### src/rtl/beam_power_trigger_if.sv
// Bus bundle for beam_power_trigger: sample data, threshold load, trigger outputs.
// Latency: none (wires only).
// Backpressure: none, fixed-latency stream with no handshake.
//
// Ports carried:
//   data_i          [320]       8 channels x 8 samples x 5-bit signed AGC data
//   thresh_i        [36]        two 18-bit threshold values (set 0 low, set 1 high)
//   thresh_wr_i     [2]         shift thresh_i into the pending chain of set k
//   thresh_update_i [2]         copy pending -> active for set k
//   trigger_o       [2*NBEAMS]  trigger_o[k*NBEAMS+b]
//   power_o         [NBEAMS*18] only when POWER_OUT_EN is defined
interface beam_power_trigger_if #(
    parameter int NBEAMS = 2
);
    localparam int DATA_W = 8 * 8 * 5;

    logic [DATA_W-1:0]     data_i;
    logic [35:0]           thresh_i;
    logic [1:0]            thresh_wr_i;
    logic [1:0]            thresh_update_i;
    logic [2*NBEAMS-1:0]   trigger_o;
`ifdef POWER_OUT_EN
    logic [NBEAMS*18-1:0]  power_o;

    modport master (output data_i, thresh_i, thresh_wr_i, thresh_update_i,
                    input  trigger_o, power_o);
    modport slave  (input  data_i, thresh_i, thresh_wr_i, thresh_update_i,
                    output trigger_o, power_o);
`else
    modport master (output data_i, thresh_i, thresh_wr_i, thresh_update_i,
                    input  trigger_o);
    modport slave  (input  data_i, thresh_i, thresh_wr_i, thresh_update_i,
                    output trigger_o);
`endif
endinterface

### src/rtl/beam_power_trigger.sv
// Per-beam power trigger: delay-and-sum 8 channels into NBEAMS beams, square, integrate, compare.
// Latency: data_i sampled at edge n reaches trigger_o after edge n+4 (E0..E4 all registered).
// Backpressure: none; one 8-sample block accepted every clock.
//
// Ports: clk_i (trigger clock), rst_i (async active-high), bus (beam_power_trigger_if.slave):
//   data_i, thresh_i, thresh_wr_i, thresh_update_i in; trigger_o out.
// Optional macro POWER_OUT_EN: adds bus.power_o, the E3 power register of each beam.
// ZERO_IS_FAKE = "TRUE" forces trigger_o[k][0] low (beam 0 is not a real beam).
module beam_power_trigger #(
    parameter int NBEAMS       = 2,
    parameter     ZERO_IS_FAKE = "TRUE"
) (
    input logic                 clk_i,
    input logic                 rst_i,
    beam_power_trigger_if.slave bus
);
    localparam int NCHAN    = 8;
    localparam int NSAMP    = 8;
    localparam int AGC_BITS = 5;
    localparam int THR_W    = 18;
    localparam bit FAKE0    = (ZERO_IS_FAKE == "TRUE");

    function automatic logic signed [7:0] sext8(input logic signed [AGC_BITS-1:0] x);
        return {{(8-AGC_BITS){x[AGC_BITS-1]}}, x};
    endfunction

    // Square of an 8-bit signed beam sample; at most 128^2, fits 16 bits unsigned.
    function automatic logic [15:0] square(input logic signed [7:0] x);
        logic signed [15:0] w;
        w = {{8{x[7]}}, x};
        return w * w;
    endfunction

    // E0: current and previous sample blocks per channel.
    logic signed [AGC_BITS-1:0] cur_q  [NCHAN][NSAMP];
    logic signed [AGC_BITS-1:0] prev_q [NCHAN][NSAMP];
    // 16-deep history: 0..7 previous block, 8..15 current block.
    logic signed [AGC_BITS-1:0] hist   [NCHAN][2*NSAMP];

    logic signed [7:0]       beam_sum [NBEAMS][NSAMP];
    logic signed [7:0]       beam_q   [NBEAMS][NSAMP];   // E1
    logic        [15:0]      sq_q     [NBEAMS][NSAMP];   // E2
    logic        [THR_W-1:0] psum     [NBEAMS];
    logic        [THR_W-1:0] pwr_q    [NBEAMS];          // E3
    logic        [THR_W-1:0] pend_q   [2][NBEAMS];
    logic        [THR_W-1:0] act_q    [2][NBEAMS];
    logic        [2*NBEAMS-1:0] trig_q;                  // E4

    always_comb begin
        for (int c = 0; c < NCHAN; c++) begin
            for (int s = 0; s < NSAMP; s++) begin
                hist[c][s]         = prev_q[c][s];
                hist[c][s + NSAMP] = cur_q[c][s];
            end
        end
    end

    // Channel c of beam b is delayed by (b*c) mod 8 samples, reaching back
    // into the previous block when the delay exceeds the sample index.
    for (genvar b = 0; b < NBEAMS; b++) begin : g_beam
        for (genvar s = 0; s < NSAMP; s++) begin : g_samp
            logic signed [7:0] tap [NCHAN];
            logic signed [7:0] acc;
            for (genvar c = 0; c < NCHAN; c++) begin : g_tap
                assign tap[c] = sext8(hist[c][NSAMP + s - ((b * c) % NSAMP)]);
            end
            // 8 x [-16,15] stays within [-128,120]: no overflow in 8 bits.
            always_comb begin
                acc = '0;
                for (int c = 0; c < NCHAN; c++) acc = acc + tap[c];
            end
            assign beam_sum[b][s] = acc;
        end
    end

    always_comb begin
        for (int b = 0; b < NBEAMS; b++) begin
            psum[b] = '0;
            for (int s = 0; s < NSAMP; s++) psum[b] = psum[b] + {2'b00, sq_q[b][s]};
        end
    end

    always_ff @(posedge clk_i or posedge rst_i) begin
        if (rst_i) begin
            for (int c = 0; c < NCHAN; c++) begin
                for (int s = 0; s < NSAMP; s++) begin
                    cur_q[c][s]  <= '0;
                    prev_q[c][s] <= '0;
                end
            end
            for (int b = 0; b < NBEAMS; b++) begin
                for (int s = 0; s < NSAMP; s++) begin
                    beam_q[b][s] <= '0;
                    sq_q[b][s]   <= '0;
                end
                pwr_q[b] <= '0;
            end
            // All-ones exceeds any reachable power, so nothing triggers until loaded.
            for (int k = 0; k < 2; k++) begin
                for (int b = 0; b < NBEAMS; b++) begin
                    pend_q[k][b] <= '1;
                    act_q[k][b]  <= '1;
                end
            end
            trig_q <= '0;
        end else begin
            for (int c = 0; c < NCHAN; c++) begin
                for (int s = 0; s < NSAMP; s++) begin
                    cur_q[c][s]  <= bus.data_i[(c*NSAMP + s)*AGC_BITS +: AGC_BITS];
                    prev_q[c][s] <= cur_q[c][s];
                end
            end
            for (int b = 0; b < NBEAMS; b++) begin
                for (int s = 0; s < NSAMP; s++) begin
                    beam_q[b][s] <= beam_sum[b][s];
                    sq_q[b][s]   <= square(beam_q[b][s]);
                end
                pwr_q[b] <= psum[b];
            end
            // Non-blocking update reads the pre-shift pending chain, so a
            // same-cycle write and update activates the old pending values.
            for (int k = 0; k < 2; k++) begin
                if (bus.thresh_update_i[k]) begin
                    for (int b = 0; b < NBEAMS; b++) act_q[k][b] <= pend_q[k][b];
                end
                if (bus.thresh_wr_i[k]) begin
                    for (int b = 0; b < NBEAMS - 1; b++) pend_q[k][b] <= pend_q[k][b+1];
                    pend_q[k][NBEAMS-1] <= bus.thresh_i[k*THR_W +: THR_W];
                end
            end
            for (int k = 0; k < 2; k++) begin
                for (int b = 0; b < NBEAMS; b++) begin
                    trig_q[k*NBEAMS + b] <= (FAKE0 && b == 0) ? 1'b0
                                          : (pwr_q[b] > act_q[k][b]);
                end
            end
        end
    end

    assign bus.trigger_o = trig_q;

`ifdef POWER_OUT_EN
    for (genvar b = 0; b < NBEAMS; b++) begin : g_pwr_out
        assign bus.power_o[b*THR_W +: THR_W] = pwr_q[b];
    end
`endif
endmodule

### src/flat_wrapper.sv
// flat-port wrapper written by rule: the top's interface ports become plain ports
module beam_power_trigger_flat 
#(
    parameter int NBEAMS       = 2,
    parameter     ZERO_IS_FAKE = "    "
)
  (clk_i, rst_i, bus_data_i, bus_thresh_i, bus_thresh_wr_i, bus_thresh_update_i, bus_trigger_o);
  beam_power_trigger_if #(.NBEAMS(NBEAMS)) bus_i ();
  input logic clk_i;
  input logic rst_i;
  input wire logic [$bits(bus_i.data_i)-1:0] bus_data_i;
  input wire logic [$bits(bus_i.thresh_i)-1:0] bus_thresh_i;
  input wire logic [$bits(bus_i.thresh_wr_i)-1:0] bus_thresh_wr_i;
  input wire logic [$bits(bus_i.thresh_update_i)-1:0] bus_thresh_update_i;
  output wire logic [$bits(bus_i.trigger_o)-1:0] bus_trigger_o;
  assign bus_i.data_i = bus_data_i;
  assign bus_i.thresh_i = bus_thresh_i;
  assign bus_i.thresh_wr_i = bus_thresh_wr_i;
  assign bus_i.thresh_update_i = bus_thresh_update_i;
  assign bus_trigger_o = bus_i.trigger_o;
  beam_power_trigger #(.NBEAMS(NBEAMS), .ZERO_IS_FAKE(ZERO_IS_FAKE)) u_core (.clk_i(clk_i), .rst_i(rst_i), .bus(bus_i));
endmodule
### config.mk
export PLATFORM = sky130hd
export DESIGN_NAME = beam_power_trigger_flat
export DESIGN_NICKNAME = d
export VERILOG_FILES = /design/src/rtl/beam_power_trigger_if.sv /design/src/rtl/beam_power_trigger.sv /design/src/flat_wrapper.sv
export SDC_FILE = /design/constraint.sdc
export NUM_CORES = 2
export LEC_CHECK = 0
export CAP_MARGIN = 20
export CELL_PAD_IN_SITES_DETAIL_PLACEMENT = 0
export CELL_PAD_IN_SITES_GLOBAL_PLACEMENT = 2
export CORE_ASPECT_RATIO = 0.75
export CORE_UTILIZATION = 47
export CTS_BUF_LIST = sky130_fd_sc_hd__clkbuf_4 sky130_fd_sc_hd__clkbuf_8
export DETAILED_ROUTE_END_ITERATION = 8
export PLACE_DENSITY_LB_ADDON = 0.25
export SLEW_MARGIN = 30
export SYNTH_ARGS = -nofsm -noshare
export SYNTH_HDL_FRONTEND = slang
export SYNTH_SLANG_ARGS = --single-unit
export TNS_END_PERCENT = 20
### constraint.sdc
create_clock -name clk_i -period 64.1 [get_ports clk_i]
set_input_delay 16.025 -clock clk_i [delete_from_list [all_inputs] [get_ports clk_i]]
set_output_delay 16.025 -clock clk_i [all_outputs]
set_load 0.02 [all_outputs]
* Word-level counts from Yosys, hierarchy flattened *
Cells that the tools add are included.

operators by class
  add/subtract/negate cells = 126
  multipliers = 16
  magnitude comparators = 4

operator list
  kind              count
  $add A8 B5 Y8     80
  $mul A8 B8 Y16    16
  $add A18 B16 Y18  12
  $add A6 B5 Y7     16
  $add A5 B5 Y6     16
  $gt A18 B18 Y1    4
  $add A16 B16 Y17  2

word-level totals
  flip-flop bits (word level) = 1028
  bits of input ports = 362
  output and inout port bits = 4
  logic and storage cells = 281

* Depth between registers and ports, before layout *
  depth in word-level cells = 7
  gate-level depth with buffers = 20

* Worst setup path before layout *
No wires, ideal clock.

  kind = input port to flip-flop
  start = input bus_thresh_wr_i[1]
  end = register u_core.pend_q[0] in the netlist's numbering
  setup time = 0.082 ns
  arrival = 17.026 ns
  path slack = 46.991 ns
  stages = 3
  path buffers = 2
  path through = clkbuf_1 buf_1 mux2_2

RTL lines
  what                           line                       RTL
  start, declared                flat_wrapper.sv:13         input wire logic [$bits(bus_i.thresh_wr_i)-1:0] bus_thresh_wr_i;
  end signal, assigned by index  beam_power_trigger.sv:128  pend_q[k][NBEAMS-1] <= bus.thresh_i[k*THR_W +: THR_W];
  end, declared                  beam_power_trigger.sv:45   logic [THR_W-1:0] pend_q [2][NBEAMS];

No word-level cell between the ends.

==> summary.txt <==
Critical path
  – Worst setup EP type: async pin
  – FF-to-FF path depth: 20
  – Delay-heaviest family, CP: buffers and inverters
  – Max incr delay on CP: 0.73 ns
  – Critical path class: primary input to async pin
  – Worst r2r dst: u_core.pwr_q[33]
  – Critical Path Start Type: primary input
  – Worst Path Buf+Inv: 6
  – Crit-path slowest cell: buf_4
  – Worst reg2reg path startpoint: u_core.sq_q[231]
  – Critical Path Fanout Max: 103
  – Arr. time, crit path: 19.73 ns
  – Worst-path cell chain: clkdlybuf4s50_1, inv_8, buf_4, buf_6, buf_6, buf_4
  – Worst reg-to-reg setup slack: 57.92 ns
  – Worst EP required: 65.10 ns

Timing
  – Worst slew margin: 36.3%
  – Unrepaired setup endpoints after global routing: false
  – Fmax: 0.0534 GHz
  – Setup TNS: 0 ns
  – Crit share post-route: 29.2%
  – Final Critical Period: 18.74 ns
  – Clk_skew: 0.0728 ns
  – Final Hold Viols: 0
  – Worst-Margin Slew: 0.948 ns
  – Fin. max-slew vios: 0
  – Final setup vio count: 0

Global routing
  – First-pass GRT wire length: 347,000 µm
  – Largest net degree at the start of global routing: 104
  – Total Routing Usage GR: 25.3%
  – Initial antenna violation count: 30
  – Grt total ovfl: 0
  – Vias in the first global route: 55,500

Clock network
  – Num CTS Buffers: 170
  – Setup bufs post-CTS: 0
  – Clock Path Buffers: 3
  – CTS tree: yes
  – CTS Root Cell: clkbuf_8
  – Clk sinks: 1,012
  – Cts hold-fix bufs: 0
  – CTS resizes: 0
  – H-tree lvl count: 4
  – Reg clk slew, reported paths: 0.07 ns
  – Clock latency on the worst-skew pair: 0.94 ns

Status
  – Outcome: completed

Placement
  – Placed cell areas: 93,500 µm²
  – Cells after DPL: 10,500
  – PortBufs: 365
  – Final GP Congestion: 0.950
  – DP HPWL: 198,000 µm

Layout
  – Layout cell share with drive strength beyond 1: 7.14%
  – Non-Filler Instances: 10,800
  – FF/Latch Area: 25,500 µm²
  – Layout overhead on the synthesized area: 12.0%
  – Design Area, Final: 97,500 µm²
  – Commonest non-fill, non-tap cell in the layout: inv_1
  – Most frequent cells in the layout: inv_1 (2,015), fa_1 (1,397), dfrtp_1 (868)
  – Multi-input gate area: 53,600 µm²
  – Fill count: 16,200
  – Layout Nets: 10,800

Die
  – Initial Utilization: 47.4%
  – Die height: 375 µm
  – Die area: 187,000 µm²
  – Core area: 184,000 µm²
  – Chip width: 499 µm
  – # rows: 136
  – I/O pins: 366

Logic synthesis
  – Synthesized area: 87,100 µm²
  – Post-synth EDFFs: 0
  – Synth Register Bits: 1,012
  – Count of unique library cells instantiated by Yosys: 68
  – Yosys warns: 0
  – Sequential share of the synthesized area: 29.3%
  – Post-synth ARST share: 100%
  – Top_reg_cell synth: dfrtp_1
  – Synth Area per Inst: 11.1 µm²
  – Post-synthesis cell count: 7,837

Routing
  – WL met3: 13,700 µm
  – 1st-iter DRT viols: 3,329
  – Mean routed wirelength per cell: 21.1 µm
  – Highest routed metal layer: met5
  – Routed Wire Length: 229,000 µm
  – DRT met1 WL: 110,000 µm
  – Via density: 4.89
  – DRC: 0
  – Met2 wire len: 98,900 µm
  – Antenna Nets Post-Route: 0
  – DR pass1 iterations: 5
  – Via count: 53,000

Min path
  – Hold Crit Depth: 0
  – Hold Path Class: register to register
  – Hold Path Origin: u_core.cur_q[40]
  – Worst Hold End: u_core.g_beam[1].g_samp[5].tap[8]

Job
  – Max-cap viol count: 0
-- logic make-up after synthesis --
family | Yosys count | synth area share, %
flops | 1012 | 29.3
fa+ha+maj | 2126 | 42.6
simple gates | 1246 | 7.35
compound gates | 733 | 5.37
buf+inv | 2126 | 9.17
xor+xnor | 503 | 5.06
mux | 89 | 1.15
other cells | 2 | 0.00863
-- synth_stat cells (all sizes together) (131+ instances only) --
| cell type | count | area share, % |
|---|---|---|
| nor2b | 131 | 0.94 |
| o21ai | 183 | 1.1 |
| dfstp | 144 | 4.3 |
| nor2 | 176 | 0.76 |
| dfrtp | 868 | 25 |
| ha | 729 | 10 |
| xnor2 | 416 | 4.2 |
| nand2 | 348 | 1.5 |
| and2 | 284 | 2.0 |
| a21oi | 241 | 1.4 |
| inv | 2016 | 8.7 |
| fa | 1397 | 32 |
-- routing by layer --
metal  GRT usage [%]  vias to the layer above
met1            38.4                    27000
met4            7.16                        4
met5               0                        -
met2            36.8                     1207
met3            4.78                      264
li1                -                    24500
-- worst max-delay path by stage --
stage	startpoint	depth (start not counted)	slack [ns]	endpoint
final	rst_i	6	45.36	u_core.act_q[60]
after detailed placement	rst_i	6	43.30	u_core.sq_q[39]
after CTS	rst_i	6	44.32	u_core.sq_q[56]
after global routing	rst_i	6	44.76	u_core.sq_q[58]
after global placement	rst_i	6	43.44	u_core.sq_q[69]
after floorplan	rst_i	1	19.84	u_core.beam_q[0]
-- state kept, by name, summed over array words and instances, names as in the netlist --
signal / cells
u_core.pend_q: 72
u_core.pwr_q: 36
u_core.g_beam.g_samp.tap: 140
u_core.sq_q: 240
u_core.cur_q: 320
u_core.act_q: 72
u_core.beam_q: 128
u_core.bus.trigger_o: 4
-- metrics by stage --
step | hold WS (ns) | utilization (%) | setup slack, ns
after global placement | 0.388 | 50.9 | 43.44
after detailed placement | 0.382 | 50.9 | 43.30
after floorplan | 0.354 | - | 19.84
final | 0.401 | 53.1 | 45.36
after CTS | 0.406 | 53.1 | 44.32
after global routing | 0.409 | 53.1 | 44.76
-- final cells by class --
type | instances | area share, %
clock buffers | 251 | 3.33
repair buffers | 380 | 3.88
clock inverters | 58 | 0.747
inverters | 2016 | 7.77
diodes | 7 | 0.0180
multi-input cells | 4705 | 55.0
well taps | 2415 | 3.10
flip-flops and latches | 1012 | 26.2
Power is left out: the tool's default activity adds up to more than one toggle a clock period on the data nets, which glitch-free logic cannot reach.
